==> config.mk <==
export PLATFORM = sky130hd
export DESIGN_NAME = cond_logic_flat
export DESIGN_NICKNAME = d
export VERILOG_FILES = /design/src/rtl/cond_logic_pkg.sv /design/src/rtl/cond_logic_if.sv /design/src/rtl/cond_logic_condcheck.sv /design/src/rtl/cond_logic.sv /design/src/flat_wrapper.sv
export SDC_FILE = /design/constraint.sdc
export NUM_CORES = 1
export LEC_CHECK = 0
export ABC_AREA = 1
export CAP_MARGIN = 20
export CORE_MARGIN = 3
export CORE_UTILIZATION = 41
export CTS_CLUSTER_SIZE = 30
export DETAILED_ROUTE_END_ITERATION = 10
export PLACE_DENSITY = 0.78
export REMOVE_ABC_BUFFERS = 1
export SYNTH_ARGS = -nofsm -noshare
export SYNTH_HDL_FRONTEND = slang
export SYNTH_SLANG_ARGS = --single-unit
==> constraint.sdc <==
create_clock -name clk -period 1.6 [get_ports clk]
set_input_delay 0.24 -clock clk [delete_from_list [all_inputs] [get_ports clk]]
set_output_delay 0.24 -clock clk [all_outputs]
set_load 0.05 [all_outputs]
==> src/rtl/cond_logic_pkg.sv <==
// Shared definitions for the conditional-execution stage: condition codes
// and the bit positions of N, Z, C, V inside the flags nibble.
package cond_logic_pkg;

    typedef enum logic [3:0] {
        COND_EQ = 4'b0000,
        COND_NE = 4'b0001,
        COND_CS = 4'b0010,
        COND_CC = 4'b0011,
        COND_MI = 4'b0100,
        COND_PL = 4'b0101,
        COND_VS = 4'b0110,
        COND_VC = 4'b0111,
        COND_HI = 4'b1000,
        COND_LS = 4'b1001,
        COND_GE = 4'b1010,
        COND_LT = 4'b1011,
        COND_GT = 4'b1100,
        COND_LE = 4'b1101,
        COND_AL = 4'b1110,
        COND_NV = 4'b1111
    } cond_e;

    localparam int N_IDX = 3;
    localparam int Z_IDX = 2;
    localparam int C_IDX = 1;
    localparam int V_IDX = 0;

endpackage

==> src/rtl/cond_logic_if.sv <==
// Decoder/ALU side signals of the conditional-execution stage.
// The master drives the decoded request; the slave returns gated strobes.
interface cond_logic_if;
    logic       en;
    logic [3:0] cond;
    logic [3:0] alu_flags;
    logic [1:0] flag_w;
    logic       pcs;
    logic       reg_w;
    logic       mem_w;
    logic       no_write;
    logic       cond_ex;
    logic       pc_src;
    logic       reg_write;
    logic       mem_write;
    logic [3:0] flags;

    modport master (
        output en, cond, alu_flags, flag_w, pcs, reg_w, mem_w, no_write,
        input  cond_ex, pc_src, reg_write, mem_write, flags
    );

    modport slave (
        input  en, cond, alu_flags, flag_w, pcs, reg_w, mem_w, no_write,
        output cond_ex, pc_src, reg_write, mem_write, flags
    );
endinterface

==> src/rtl/cond_logic_condcheck.sv <==
// Purely combinational evaluation of an instruction condition field
// against the stored {N,Z,C,V} flags.
module condcheck
    import cond_logic_pkg::*;
(
    input  logic [3:0] cond,
    input  logic [3:0] flags,
    output logic       cond_ex
);
    logic n_s, z_s, c_s, v_s;

    assign n_s = flags[N_IDX];
    assign z_s = flags[Z_IDX];
    assign c_s = flags[C_IDX];
    assign v_s = flags[V_IDX];

    // Condition table; NV is treated as always-pass, never as a trap.
    always_comb begin
        cond_ex = 1'b1;
        case (cond_e'(cond))
            COND_EQ: cond_ex = z_s;
            COND_NE: cond_ex = ~z_s;
            COND_CS: cond_ex = c_s;
            COND_CC: cond_ex = ~c_s;
            COND_MI: cond_ex = n_s;
            COND_PL: cond_ex = ~n_s;
            COND_VS: cond_ex = v_s;
            COND_VC: cond_ex = ~v_s;
            COND_HI: cond_ex = c_s & ~z_s;
            COND_LS: cond_ex = ~c_s | z_s;
            COND_GE: cond_ex = (n_s == v_s);
            COND_LT: cond_ex = (n_s != v_s);
            COND_GT: cond_ex = ~z_s & (n_s == v_s);
            COND_LE: cond_ex = z_s | (n_s != v_s);
            COND_AL: cond_ex = 1'b1;
            COND_NV: cond_ex = 1'b1;
            default: cond_ex = 1'b1;
        endcase
    end
endmodule

==> src/rtl/cond_logic.sv <==
// Conditional-execution stage: stored flags register, condition check and
// gating of the PC / register-file / memory write strobes.
module cond_logic
    import cond_logic_pkg::*;
#(
    parameter logic [3:0] FLAGS_RESET = 4'b0000
) (
    input  logic         clk,
    input  logic         reset,
    cond_logic_if.slave  bus
);
    logic [3:0] flags_r;
    logic       cond_ex_s;
    logic       gate_s;
    logic       nz_we_s;
    logic       cv_we_s;

    condcheck u_condcheck (
        .cond    (bus.cond),
        .flags   (flags_r),
        .cond_ex (cond_ex_s)
    );

    // Reset is folded into the gate so no strobe can escape while it is held.
    assign gate_s  = cond_ex_s & bus.en & reset;
    assign nz_we_s = bus.flag_w[1] & gate_s;
    assign cv_we_s = bus.flag_w[0] & gate_s;

    // Flags register: N,Z and C,V halves load independently.
    always_ff @(posedge clk or negedge reset) begin
        if (!reset) begin
            flags_r <= FLAGS_RESET;
        end else begin
            if (nz_we_s) begin
                flags_r[N_IDX:Z_IDX] <= bus.alu_flags[N_IDX:Z_IDX];
            end else begin
                flags_r[N_IDX:Z_IDX] <= flags_r[N_IDX:Z_IDX];
            end
            if (cv_we_s) begin
                flags_r[C_IDX:V_IDX] <= bus.alu_flags[C_IDX:V_IDX];
            end else begin
                flags_r[C_IDX:V_IDX] <= flags_r[C_IDX:V_IDX];
            end
        end
    end

    assign bus.cond_ex   = cond_ex_s;
    assign bus.pc_src    = bus.pcs & gate_s;
    assign bus.mem_write = bus.mem_w & gate_s;
    assign bus.reg_write = bus.reg_w & ~bus.no_write & gate_s;
    assign bus.flags     = flags_r;
endmodule

==> src/flat_wrapper.sv <==
// flat-port wrapper written by rule: the top's interface ports become plain ports
module cond_logic_flat import cond_logic_pkg::*;
#(
    parameter logic [3:0] FLAGS_RESET = 4'b0000
)
  (clk, reset, bus_en, bus_cond, bus_alu_flags, bus_flag_w, bus_pcs, bus_reg_w, bus_mem_w, bus_no_write, bus_cond_ex, bus_pc_src, bus_reg_write, bus_mem_write, bus_flags);
  cond_logic_if bus_i ();
  input  logic clk;
  input  logic reset;
  input wire logic [$bits(bus_i.en)-1:0] bus_en;
  input wire logic [$bits(bus_i.cond)-1:0] bus_cond;
  input wire logic [$bits(bus_i.alu_flags)-1:0] bus_alu_flags;
  input wire logic [$bits(bus_i.flag_w)-1:0] bus_flag_w;
  input wire logic [$bits(bus_i.pcs)-1:0] bus_pcs;
  input wire logic [$bits(bus_i.reg_w)-1:0] bus_reg_w;
  input wire logic [$bits(bus_i.mem_w)-1:0] bus_mem_w;
  input wire logic [$bits(bus_i.no_write)-1:0] bus_no_write;
  output wire logic [$bits(bus_i.cond_ex)-1:0] bus_cond_ex;
  output wire logic [$bits(bus_i.pc_src)-1:0] bus_pc_src;
  output wire logic [$bits(bus_i.reg_write)-1:0] bus_reg_write;
  output wire logic [$bits(bus_i.mem_write)-1:0] bus_mem_write;
  output wire logic [$bits(bus_i.flags)-1:0] bus_flags;
  assign bus_i.en = bus_en;
  assign bus_i.cond = bus_cond;
  assign bus_i.alu_flags = bus_alu_flags;
  assign bus_i.flag_w = bus_flag_w;
  assign bus_i.pcs = bus_pcs;
  assign bus_i.reg_w = bus_reg_w;
  assign bus_i.mem_w = bus_mem_w;
  assign bus_i.no_write = bus_no_write;
  assign bus_cond_ex = bus_i.cond_ex;
  assign bus_pc_src = bus_i.pc_src;
  assign bus_reg_write = bus_i.reg_write;
  assign bus_mem_write = bus_i.mem_write;
  assign bus_flags = bus_i.flags;
  cond_logic #(.FLAGS_RESET(FLAGS_RESET)) u_core (.clk(clk), .reset(reset), .bus(bus_i));
endmodule
* Word-level counts from Yosys, hierarchy flattened
Index checks and enable logic that the tools add are counted.
W data, S select, Z words.
** Storage, ports and cells
- Flip-flop bits (word level) :: 4
- Output and inout bits :: 8
** Operators by class
- Mux-type cells :: 1
- Eq/ne operators :: 17
- Bitwise gates (word level) :: 17
- Reductions and logical operators :: 2
** Operator list (count)
- $eq A4 B4 Y1 const B :: 8
- $eq A4 B3 Y1 const B :: 4
- $pmux W1 S15 :: 1
- $and A1 B1 Y1 :: 10
- $eq A4 B2 Y1 const B :: 2
- $not A1 Y1 :: 5
- $eq A4 B1 Y1 const B :: 1
- $logic_not A4 Y1 :: 1
- $or A1 B1 Y1 :: 2
- $reduce_or A2 Y1 :: 1
- $eq A1 B1 Y1 :: 1
- $ne A1 B1 Y1 :: 1

* Logic depth before layout (Yosys ltp)
Gate-level depths: netlist of run 1.
- Word-level depth :: 6
- Depth in mapped cells :: 12

* Cells and area by module
A second synthesis of run 1 with hierarchy kept.
** Second synthesis, totals
- Cells, all modules :: 80
- Area total of the unflattened synthesis :: 442.9 µm²
** By module, submodules not included
- condcheck :: instances 1, cells an instance 52, area each 232.7 µm², sequential area each 0.0 µm²
- cond_logic :: instances 1, cells an instance 28, area each 210.2 µm², sequential area each 100.1 µm²

* Least setup slack after synthesis of run 1
No wires, ideal clock.
- Kind :: reg2out
- From :: reg u_core.flags_r[0] (netlist: u_core.bus.flags[0])
- To :: out bus_reg_write
- Stages on the path, launching flop included :: 11
- Arrival time :: 2192 ps
- Buffers on the path :: 0
- Path slack :: -832 ps
- Cells stage by stage :: dfrtp_1 inv_1 nand2_1 nand3_1 nand2_1 nand2_1 nand2_1 inv_2 nand4_4 nand3_1 nor2_1
** On the way
- Word-level cells in the longest chain between the ends :: 6
- Elaborated cells on any way between the ends :: 9
- Classes of those cells :: eq/ne: 2; mux: 1; bitwise: 6
** Ends and longest elaborated chain
- start, declared :: line cond_logic.sv:12 : logic [3:0] flags_r;
- start signal, assigned by index :: line cond_logic.sv:35 : flags_r[N_IDX:Z_IDX] <= bus.alu_flags[N_IDX:Z_IDX];
- start signal, assigned by index :: line cond_logic.sv:37 : flags_r[N_IDX:Z_IDX] <= flags_r[N_IDX:Z_IDX];
- start signal, assigned by index :: line cond_logic.sv:40 : flags_r[C_IDX:V_IDX] <= bus.alu_flags[C_IDX:V_IDX];
- $ne A1 B1 Y1 / $eq A1 B1 Y1 (equally long branches)
- $or A1 B1 Y1 / $and A1 B1 Y1 (equally long branches) :: line cond_logic_condcheck.sv:34, cond_logic_condcheck.sv:33
- $pmux W1 S15 * :: line cond_logic_condcheck.sv:20 : case (cond_e'(cond))
- via bus_cond_ex :: line flat_wrapper.sv:18 : output wire logic [$bits(bus_i.cond_ex)-1:0] bus_cond_ex;
- $and A1 B1 Y1 * (2 in a row) :: line cond_logic.sv:25 : assign gate_s = cond_ex_s & bus.en & reset;
- $and A1 B1 Y1 * :: line cond_logic.sv:50 : assign bus.reg_write = bus.reg_w & ~bus.no_write & gate_s;
- end, declared :: line flat_wrapper.sv:20 : output wire logic [$bits(bus_i.reg_write)-1:0] bus_reg_write;
Mark *: on every way through the listed nets, which the timed path passes. The rest lies on a longest branch.

* Worst setup path after layout of run 1
- From :: in bus_cond[1]
- To :: out bus_reg_write
** On the way
- Word-level cells in the longest chain between the ends :: 6
- Elaborated cells on any way between the ends :: 21
- Classes of those cells :: eq/ne: 15; mux: 1; bitwise: 3; reduce/logical: 2
** Ends and longest elaborated chain
- start, declared :: line flat_wrapper.sv:11 : input wire logic [$bits(bus_i.cond)-1:0] bus_cond;
- $eq A4 B4 Y1 :: line cond_logic_condcheck.sv:20
- $reduce_or A2 Y1 (no source line)
- $pmux W1 S15 * :: line cond_logic_condcheck.sv:20
- $and A1 B1 Y1 * (2 in a row) :: line cond_logic.sv:25
- $and A1 B1 Y1 * :: line cond_logic.sv:50
Every way passes the cells marked *; elsewhere a longest branch is shown, timed or not.

==> results summary, run 1 <==
The run finished, with violations left. The checks that failed: setup timing. The total number of yosys warnings is 0. The time the final worst path needs with I/O delays and setup came out at 1.90 ns. The starting density of the core came out at 44.5%. The total iterations of the first detailed-routing run came out at 4. Traced cell by cell, the critical path runs through dlygate4sd2_1 -> buf_4 -> nor2_4 -> nand2_2 -> nand2_2 -> nand2_1 -> nand2_2 -> nor2_4 -> nand4_4 -> nand3_2 -> nor2_4 -> buf_12. The highest attainable clock frequency is 527 MHz. The HPWL after detailed placement is 1560 um. The post-synthesis average cell area is 5.54 sq um. The number of antenna violations at the first check in global routing is 0.

In this run, distinct cell masters in the synthesized netlist total 17. The cell area after technology mapping came out at 593 sq um. Setup violations remaining at the end of the flow were counted as 8. The final count of pins violating max slew is 0.

The fraction of registers with async set or reset after synthesis is 100%. The flip-flop count of the largest register after layout is 4. The sequential area share after synthesis came out at 16.9%.

The violation count after the first detailed-route iteration is 37. Across all setup checks in the final design, the least slack found is -0.299 ns. The maximum number of pins on one net before global-route repair came out at 7.

After clock tree synthesis, the clock-pin slew on the worst setup and hold paths is 0.04 ns. The post-placement cell area came out at 0.00106 sq mm. The global routing usage summed across all routing layers is 26.0%. The layout overhead on the synthesized area came out at 101%. The total I/O pin count came out at 25.

The root buffer cell chosen for the clock tree is clkbuf_4. The biggest fanout along the worst timing path is 5. The final-stage net count is 181.

TritonCTS created 3 clock buffers. The commonest cells after synthesis are nand2_1, inv_1, nand3_1. The worst register-to-register path begins at u_core.bus.flags[3]. By instance count, the leading cell after synthesis is nand2_1. The synthesized design contains 0 enable-type register cells. Of the available clock period, the critical path in the final layout requires 119%.

Counting along the longest clock path gives a buffer depth of 2. The number of hold violations in the final report is 0. The peak supply drop is 0.00116 V. The cell family contributing the most delay on the critical path is simple AND/OR/NAND/NOR gates. The share of final-layout standard cells stronger than drive strength 1 came out at 45.7%. The clock tree skew after final layout is 0.00758 ns. The wire length on met3 is 99 um.

Wires add up to 2240 um. The count of filler cells inserted in the layout came out at 57. Together, buffers and inverters on the worst path number 3.

For this design the ratio of total power to cell area is 1210 mW/mm^2. The core box area is 0.00133 sq mm. For this run, design rule violations remaining after detail routing come to 0. The path class of the tightest hold or removal check is primary input to asynchronous set/reset pin.

The longest individual stage delay on the worst path is 0.29 ns. The number of cells on the worst reg-to-reg path is 12. The required arrival time at the worst endpoint came out at 1.36 ns.

The total number of vias came out at 906. Headroom to the max-slew limit came out at 83.9%. The transition time at the pin with the least slew margin is 0.242 ns. CTS built an H-tree with a depth of 1.

The overall die area came out at 0.00194 sq mm. The element type at the critical path end is a primary output. The most common flop cell mapped by yosys is dfrtp_1. The register-to-register path setup slack is -0.06 ns. In the routed layout, each cell is associated on average with a via count of 5.12.

The wire length on met1 came out at 914 um. The slowest library cell on the worst path is dlygate4sd2_1. The worst-case setup slack after placement is -0.514 ns. The max-cap violation count is 0. The final instance area is 0.00119 sq mm. The number of instances in the synthesized netlist came out at 107.

The destination of the worst register-to-register timing path is u_core.bus.flags[3]. Setup repair after global routing could not meet its margin everywhere. By area the synthesized netlist is led by nand2_1, dfrtp_1, nand3_1. Detailed routing placed a total of 1180 um of wire on met2. The total grt overflow is 0.

By startpoint and endpoint, the worst setup path is classified as primary input to primary output. The number of global-route vias before repair is 915. The wire length of the first global-routing pass is 3770 um. Of all cell types, the one taking the most synthesized area is nand2_1. The register bit total from synthesis came out at 4.

The fraction of post-synthesis cell area in the top cell type by area is 27.8%. The congestion estimate from routability-driven global placement came to 0.967. STA classifies the critical path startpoint as a primary input. The analysis attributes to cell leakage a power of 0.643 nW. Once detail routing completed, the nets flagged for antenna violations numbered 0. In this run the core area contains 13 standard-cell rows. The floorplan die height came out at 44.0 um. The clock tree from TritonCTS is built. For the worst-skew pair, the clock arrives at the later sink with an insertion delay of 0.23 ns. Measured along the x axis, the die boundary spans 44.0 um. Data arrives at the worst endpoint at 1.66 ns.

The post-detailed-route wirelength per cell came out at 12.6 um. The number of port buffers came out at 24. The highest layer touched by signal routing is met4. The final antenna diode count came out at 0. Clock tree synthesis found a total of 4 sinks.
-- metrics by stage --
stage | hold WS, ns | instances | setup TNS (ns) | util [%] | total power (W)
floorplan | -0.0556 | 105 | -3.67 | - | 0.000674
global placement | 0.531 | 169 | -2.65 | 79.3 | 0.00113
detailed placement | 0.535 | 169 | -3.01 | 79.3 | 0.00116
CTS | 0.283 | 176 | -0.991 | 86.8 | 0.00140
global route | 0.316 | 177 | -1.97 | 89.5 | 0.00155
finish | 0.309 | 177 | -1.32 | 89.5 | 0.00145
-- where the power goes --
group          switching (W)  internal, W  total, W  leakage (nW)
clock network      0.0000398    0.0000838  0.000124        0.0138
registers          0.0000672     0.000148  0.000215        0.0497
logic               0.000597     0.000515   0.00111         0.579
total               0.000704     0.000746   0.00145         0.643
-- area by class of cell --
type                            count  area, sq um  share of cell area (%)
Clock buffer                        3         22.5                    1.89
Multi-Input combinational cell     83          474                    39.7
Timing Repair Buffer               54          509                    42.7
Sequential cell                     4          101                    8.49
Inverter                           18         67.6                    5.66
Tap cell                           15         18.8                    1.57
-- logic make-up (layout without fill, tap and decap cells) --
family	count (synthesis)	in the layout	synth area share (%)
AOI/OAI and AO/OA	3	3	2.53
buffers and inverters	20	75	15.6
DFF	4	4	16.9
and+or+nand+nor	80	80	65.0
-- worst max path at each step --
stage | from | end | slack (ns) | depth (start not counted)
2_1_floorplan | u_core.bus.flags[0] | bus_reg_write | -0.83 | 10
3_3_place_gp | bus_cond[3] | bus_pc_src | -0.47 | 12
3_5_place_dp | bus_cond[3] | bus_mem_write | -0.51 | 10
4_1_cts | u_core.bus.flags[3] | bus_pc_src | -0.25 | 11
5_1_grt | bus_cond[1] | bus_reg_write | -0.40 | 12
6_report | bus_cond[1] | bus_reg_write | -0.30 | 12
-- cells in the final DEF (no fill, tap or decap), drive strengths merged, types with 2 or more instances in the layout --
master / count
clkbuf: 4
nand4: 7
o21ai: 2
buf: 38
dfrtp: 4
inv: 18
nand3: 13
clkdlybuf4s50: 12
clkdlybuf4s15: 2
nand2: 46
nor2: 13
-- routing by layer --
| layer | vias up | track usage (%) |
|---|---|---|
| met5 | - | 0 |
| met4 | 0 | 9.64 |
| met3 | 10 | 2.85 |
| met2 | 41 | 49.4 |
| met1 | 406 | 29.1 |
| li1 | 449 | - |
-- what timing repair did --
action,4_1_cts,5_1_grt
pin swaps,4,4
setup buffers,4,1
setup endpoints to repair,8,8
resized for setup,21,13
cloned,0,0
hold buffers,0,0
No activity file was read; power rests on OpenSTA's default activity.
==> run 2: changes to the inputs <==
--- a/config.mk
+++ b/config.mk
@@ -8,10 +8,10 @@
 export ABC_AREA = 1
 export CAP_MARGIN = 20
 export CORE_MARGIN = 3
-export CORE_UTILIZATION = 41
+export CORE_UTILIZATION = 37
 export CTS_CLUSTER_SIZE = 30
 export DETAILED_ROUTE_END_ITERATION = 10
-export PLACE_DENSITY = 0.78
+export PLACE_DENSITY = 0.74
 export REMOVE_ABC_BUFFERS = 1
 export SYNTH_ARGS = -nofsm -noshare
 export SYNTH_HDL_FRONTEND = slang
==> constraint.sdc (replaced) <==
create_clock -name clk -period 1.7 [get_ports clk]
set_input_delay 0.255 -clock clk [delete_from_list [all_inputs] [get_ports clk]]
set_output_delay 0.255 -clock clk [all_outputs]
set_load 0.05 [all_outputs]
==> run 2 against run 1 <==
Compared with the run above: the run still ends with setup timing left; count of clock-buffer cells in the layout unchanged; worst setup slack better by 0.096 ns; sequential power down 6%; cell count down 4.5%; critical path type is now flip-flop to primary output.
==> results summary, run 2 (synthesized netlist as in run 1, its figures left out) <==
The run finished, with violations left. The checks that failed: setup timing. The register-to-register path setup slack came to 0.15 ns (+0.21 ns). The library cells used most frequently in the layout, excluding fill and tap cells, are nand2_1, buf_4, inv_1.

Static timing analysis puts the maximum clock frequency at 526 MHz. The overall die area is 0.00212 sq mm (+9.3%). The starting density of the core is 42.4% (-2.1 points). The routability congestion estimate is 0.920 (-4.9%). The count of filler cells inserted in the layout is 109 (+91%). The launch instance of the worst register-to-register path is u_core.bus.flags[0]. The count of H-tree levels built during CTS came out at 1 (unchanged). The total I/O pin count came out at 25 (unchanged). The worst setup path is captured at a primary output. The number of port buffers is 24 (unchanged). The vias per cell is 4.94 (-3.5%).

The arrival time of the worst setup path came to 1.65 ns (about the same). The floorplan die height was 46.0 um (+4.5%). The final sum of negative setup slack is -0.786 ns (+0.532 ns). The clock latency on the worst-skew pair is 0.23 ns (about the same). The part of the cycle the worst path needs is 112%. The total grt overflow came out at 0 (unchanged). The total routed wirelength came out at 1830 um (-18%). The net switching power came out at 0.000596 W (-15%).

The number of antenna violations at the first check in global routing was 0 (unchanged). The required arrival time at the worst endpoint came to 1.44 ns (+0.08 ns). Setup repair after global routing could not meet its margin everywhere. The remaining max-slew budget at the tightest pin is 85.0% (+1.1 points). The worst-case setup slack after placement was -0.477 ns (+0.0370 ns). The destination of the worst register-to-register timing path is u_core.bus.flags[2].

The total number of vias was 835 (-7.8%). The clock share of power came out at 9.6% (+1.1 points). The share of final-layout standard cells stronger than drive strength 1 came to 37.7% (-8.0 points).

The peak supply drop came out at 0.00105 V (-9.2%). The part of the total power dissipated in sequential elements came out at 17.2% (+2.4 points). The clock tree from TritonCTS is built. The slowest stage of the critical path belongs to the cell dfrtp_1.

The final count of pins violating max slew is 0 (unchanged). The register area came out at 101 sq um (unchanged). The wire length of the first global-routing pass came out at 3170 um (-16%). The total power density per cell area came out at 1070 mW/mm^2 (-12%). The post-detailed-route wirelength per cell came out at 10.8 um (-14%). The post-DP HPWL came to 1430 um (-8.3%). The critical path start-end classification is flip-flop to primary output. The register clock-pin slew on the reported worst setup and hold paths came out at 0.04 ns (about the same). The multi-input combinational cell area is 453 sq um (-4.5%). The share of total power in combinational logic came out at 73.2% (-3.5 points).

The number of failing setup endpoints in the final timing report is 4 (-4). The maximum number of pins on one net before global-route repair came out at 7 (unchanged). The longest individual stage delay on the worst path is 0.41 ns (+0.12 ns).

The transition time at the pin with the least slew margin came out at 0.225 ns (-0.0169 ns). The worst setup margin is -0.203 ns (+0.0956 ns). The die outline width is 46.0 um (+4.5%). The switching fraction of total power is 50.8% (+2.2 points).

The reported leakage power came out at 0.598 nW (-6.9%). The path depth of the worst reg2reg path is 11 (-1). The flip-flop count of the largest register after layout came to 4 (unchanged). The number of hold violations in the final report was 0 (unchanged). The most common library cell in the layout ignoring fill and taps is nand2_1. The final-stage net count is 173 (-4.4%). The final routed DRC violation total was 0 (unchanged). The clock buffer count from CTS came out at 3 (unchanged). The time the final worst path needs with I/O delays and setup is 1.90 ns. The total iterations of the first detailed-routing run came out at 4 (unchanged). The most numerous cell on the critical path is nand2_1. The site row count came out at 13 (unchanged). The global routing usage summed across all routing layers is 20.3% (-5.6 points).

The violation count after the first detailed-route iteration was 5 (-86%). The kind of path behind the tightest hold check is primary input to asynchronous set/reset pin. The biggest fanout along the worst timing path is 4 (-1). STA classifies the critical path startpoint as a flip-flop. The layout overhead on the synthesized area is 84.6%.

The clock tree skew after final layout came out at 0.00629 ns (-0.00130 ns). The internal power contribution came out at 0.000577 W (-23%). The number of hold-repair buffers added at the cts stage came out at 0 (unchanged). The max-cap violation count came out at 0 (unchanged). The final antenna diode count is 0 (unchanged).

The largest buffer count on any clock path is 2 (unchanged). The core box area came to 0.00140 sq mm (+4.9%). The count of clock tree sinks came out at 4 (unchanged). The remaining antenna violation count after routing is 0 (unchanged). CTS placed an instance of clkbuf_4 at the clock tree root. The critical path goes through inv_1 -> nand2_1 -> nand2_2 -> nand2_2 -> nand2_1 -> nand2_1 -> nor2_2 -> nand4_4 -> buf_4 -> buf_12.

The number of global-route vias before repair was 837 (-8.5%).
[run 2: changes by cell type in the layout (fill, tap and decap cells not counted)]
cell / delta
nor2_2: -2
buf_2: +1
nand2_1: +5
a21oi_2: -1
nand2_2: -5
a21oi_1: +1
clkdlybuf4s15_1: -2
dlygate4sd2_1: +2
nor2_1: +2
buf_12: -1
buf_4: -8
[run 2: per-layer routing]
metal / part of all wire, % / global-route usage, % / vias to the layer above
met5: 0 / 0 / -
met4: 2.2 / 11.4 / 0
met3: 9.0 / 6.32 / 6
met2: 48 / 33.0 / 33
met1: 40 / 23.2 / 364
li1: - / - / 432
[run 2: per-stage QoR]
| stage | util (%) | total power (W) | cell area (sq um) | hold slack (ns) | std cells |
|---|---|---|---|---|---|
| 2_1_floorplan | - | 0.000634 | 568 | -0.0406 | 105 |
| 3_3_place_gp | 72.0 | 0.000981 | 1010 | 0.548 | 164 |
| 3_5_place_dp | 72.0 | 0.000994 | 1010 | 0.552 | 164 |
| 4_1_cts | 78.3 | 0.00117 | 1090 | 0.306 | 169 |
| 5_1_grt | 78.3 | 0.00126 | 1090 | 0.322 | 169 |
| 6_report | 78.3 | 0.00117 | 1090 | 0.309 | 169 |
[run 2: power groups by stage]
| stage | clock network (W) | registers [W] | logic (W) |
|---|---|---|---|
| 5_1_grt | 0.000130 | 0.000204 | 0.000929 |
| 2_1_floorplan | 0 | 0.000336 | 0.000298 |
| 3_5_place_dp | 0 | 0.000199 | 0.000795 |
| 3_3_place_gp | 0 | 0.000196 | 0.000785 |
| 6_report | 0.000112 | 0.000202 | 0.000859 |
| 4_1_cts | 0.000116 | 0.000198 | 0.000855 |
[run 2: worst max-delay path by stage]
stage / start / endpoint / slack [ns] / cells past startpoint
floorplan: u_core.bus.flags[0] / bus_reg_write / -0.75 / 10
global placement: bus_cond[3] / bus_pc_src / -0.48 / 12
detailed placement: bus_cond[3] / bus_mem_write / -0.48 / 12
CTS: u_core.bus.flags[3] / bus_cond_ex / -0.19 / 10
global route: u_core.bus.flags[3] / bus_mem_write / -0.31 / 11
finish: u_core.bus.flags[0] / bus_cond_ex / -0.20 / 10
[run 2: worst max-delay path: cells and delay by family (launching register included)]
family                 cells  cell delay [ns]
buffers and inverters      3             0.40
DFF                        1             0.41
and+or+nand+nor            7             0.62
[run 2: what timing repair did]
item / 4_1_cts / 5_1_grt
buffers inserted: 1 / 0
pin swaps: 4 / 1
cloned: 1 / 0
gates resized for setup: 22 / 2
endpoints found under the setup margin: 4 / 4
[run 2: area by class of cell]
type / count / area share [%]
Sequential cell: 4 / 9.26
Inverter: 18 / 6.17
Clock buffer: 3 / 2.06
Tap cell: 15 / 1.71
Multi-Input combinational cell: 83 / 41.4
Timing Repair Buffer: 46 / 39.4
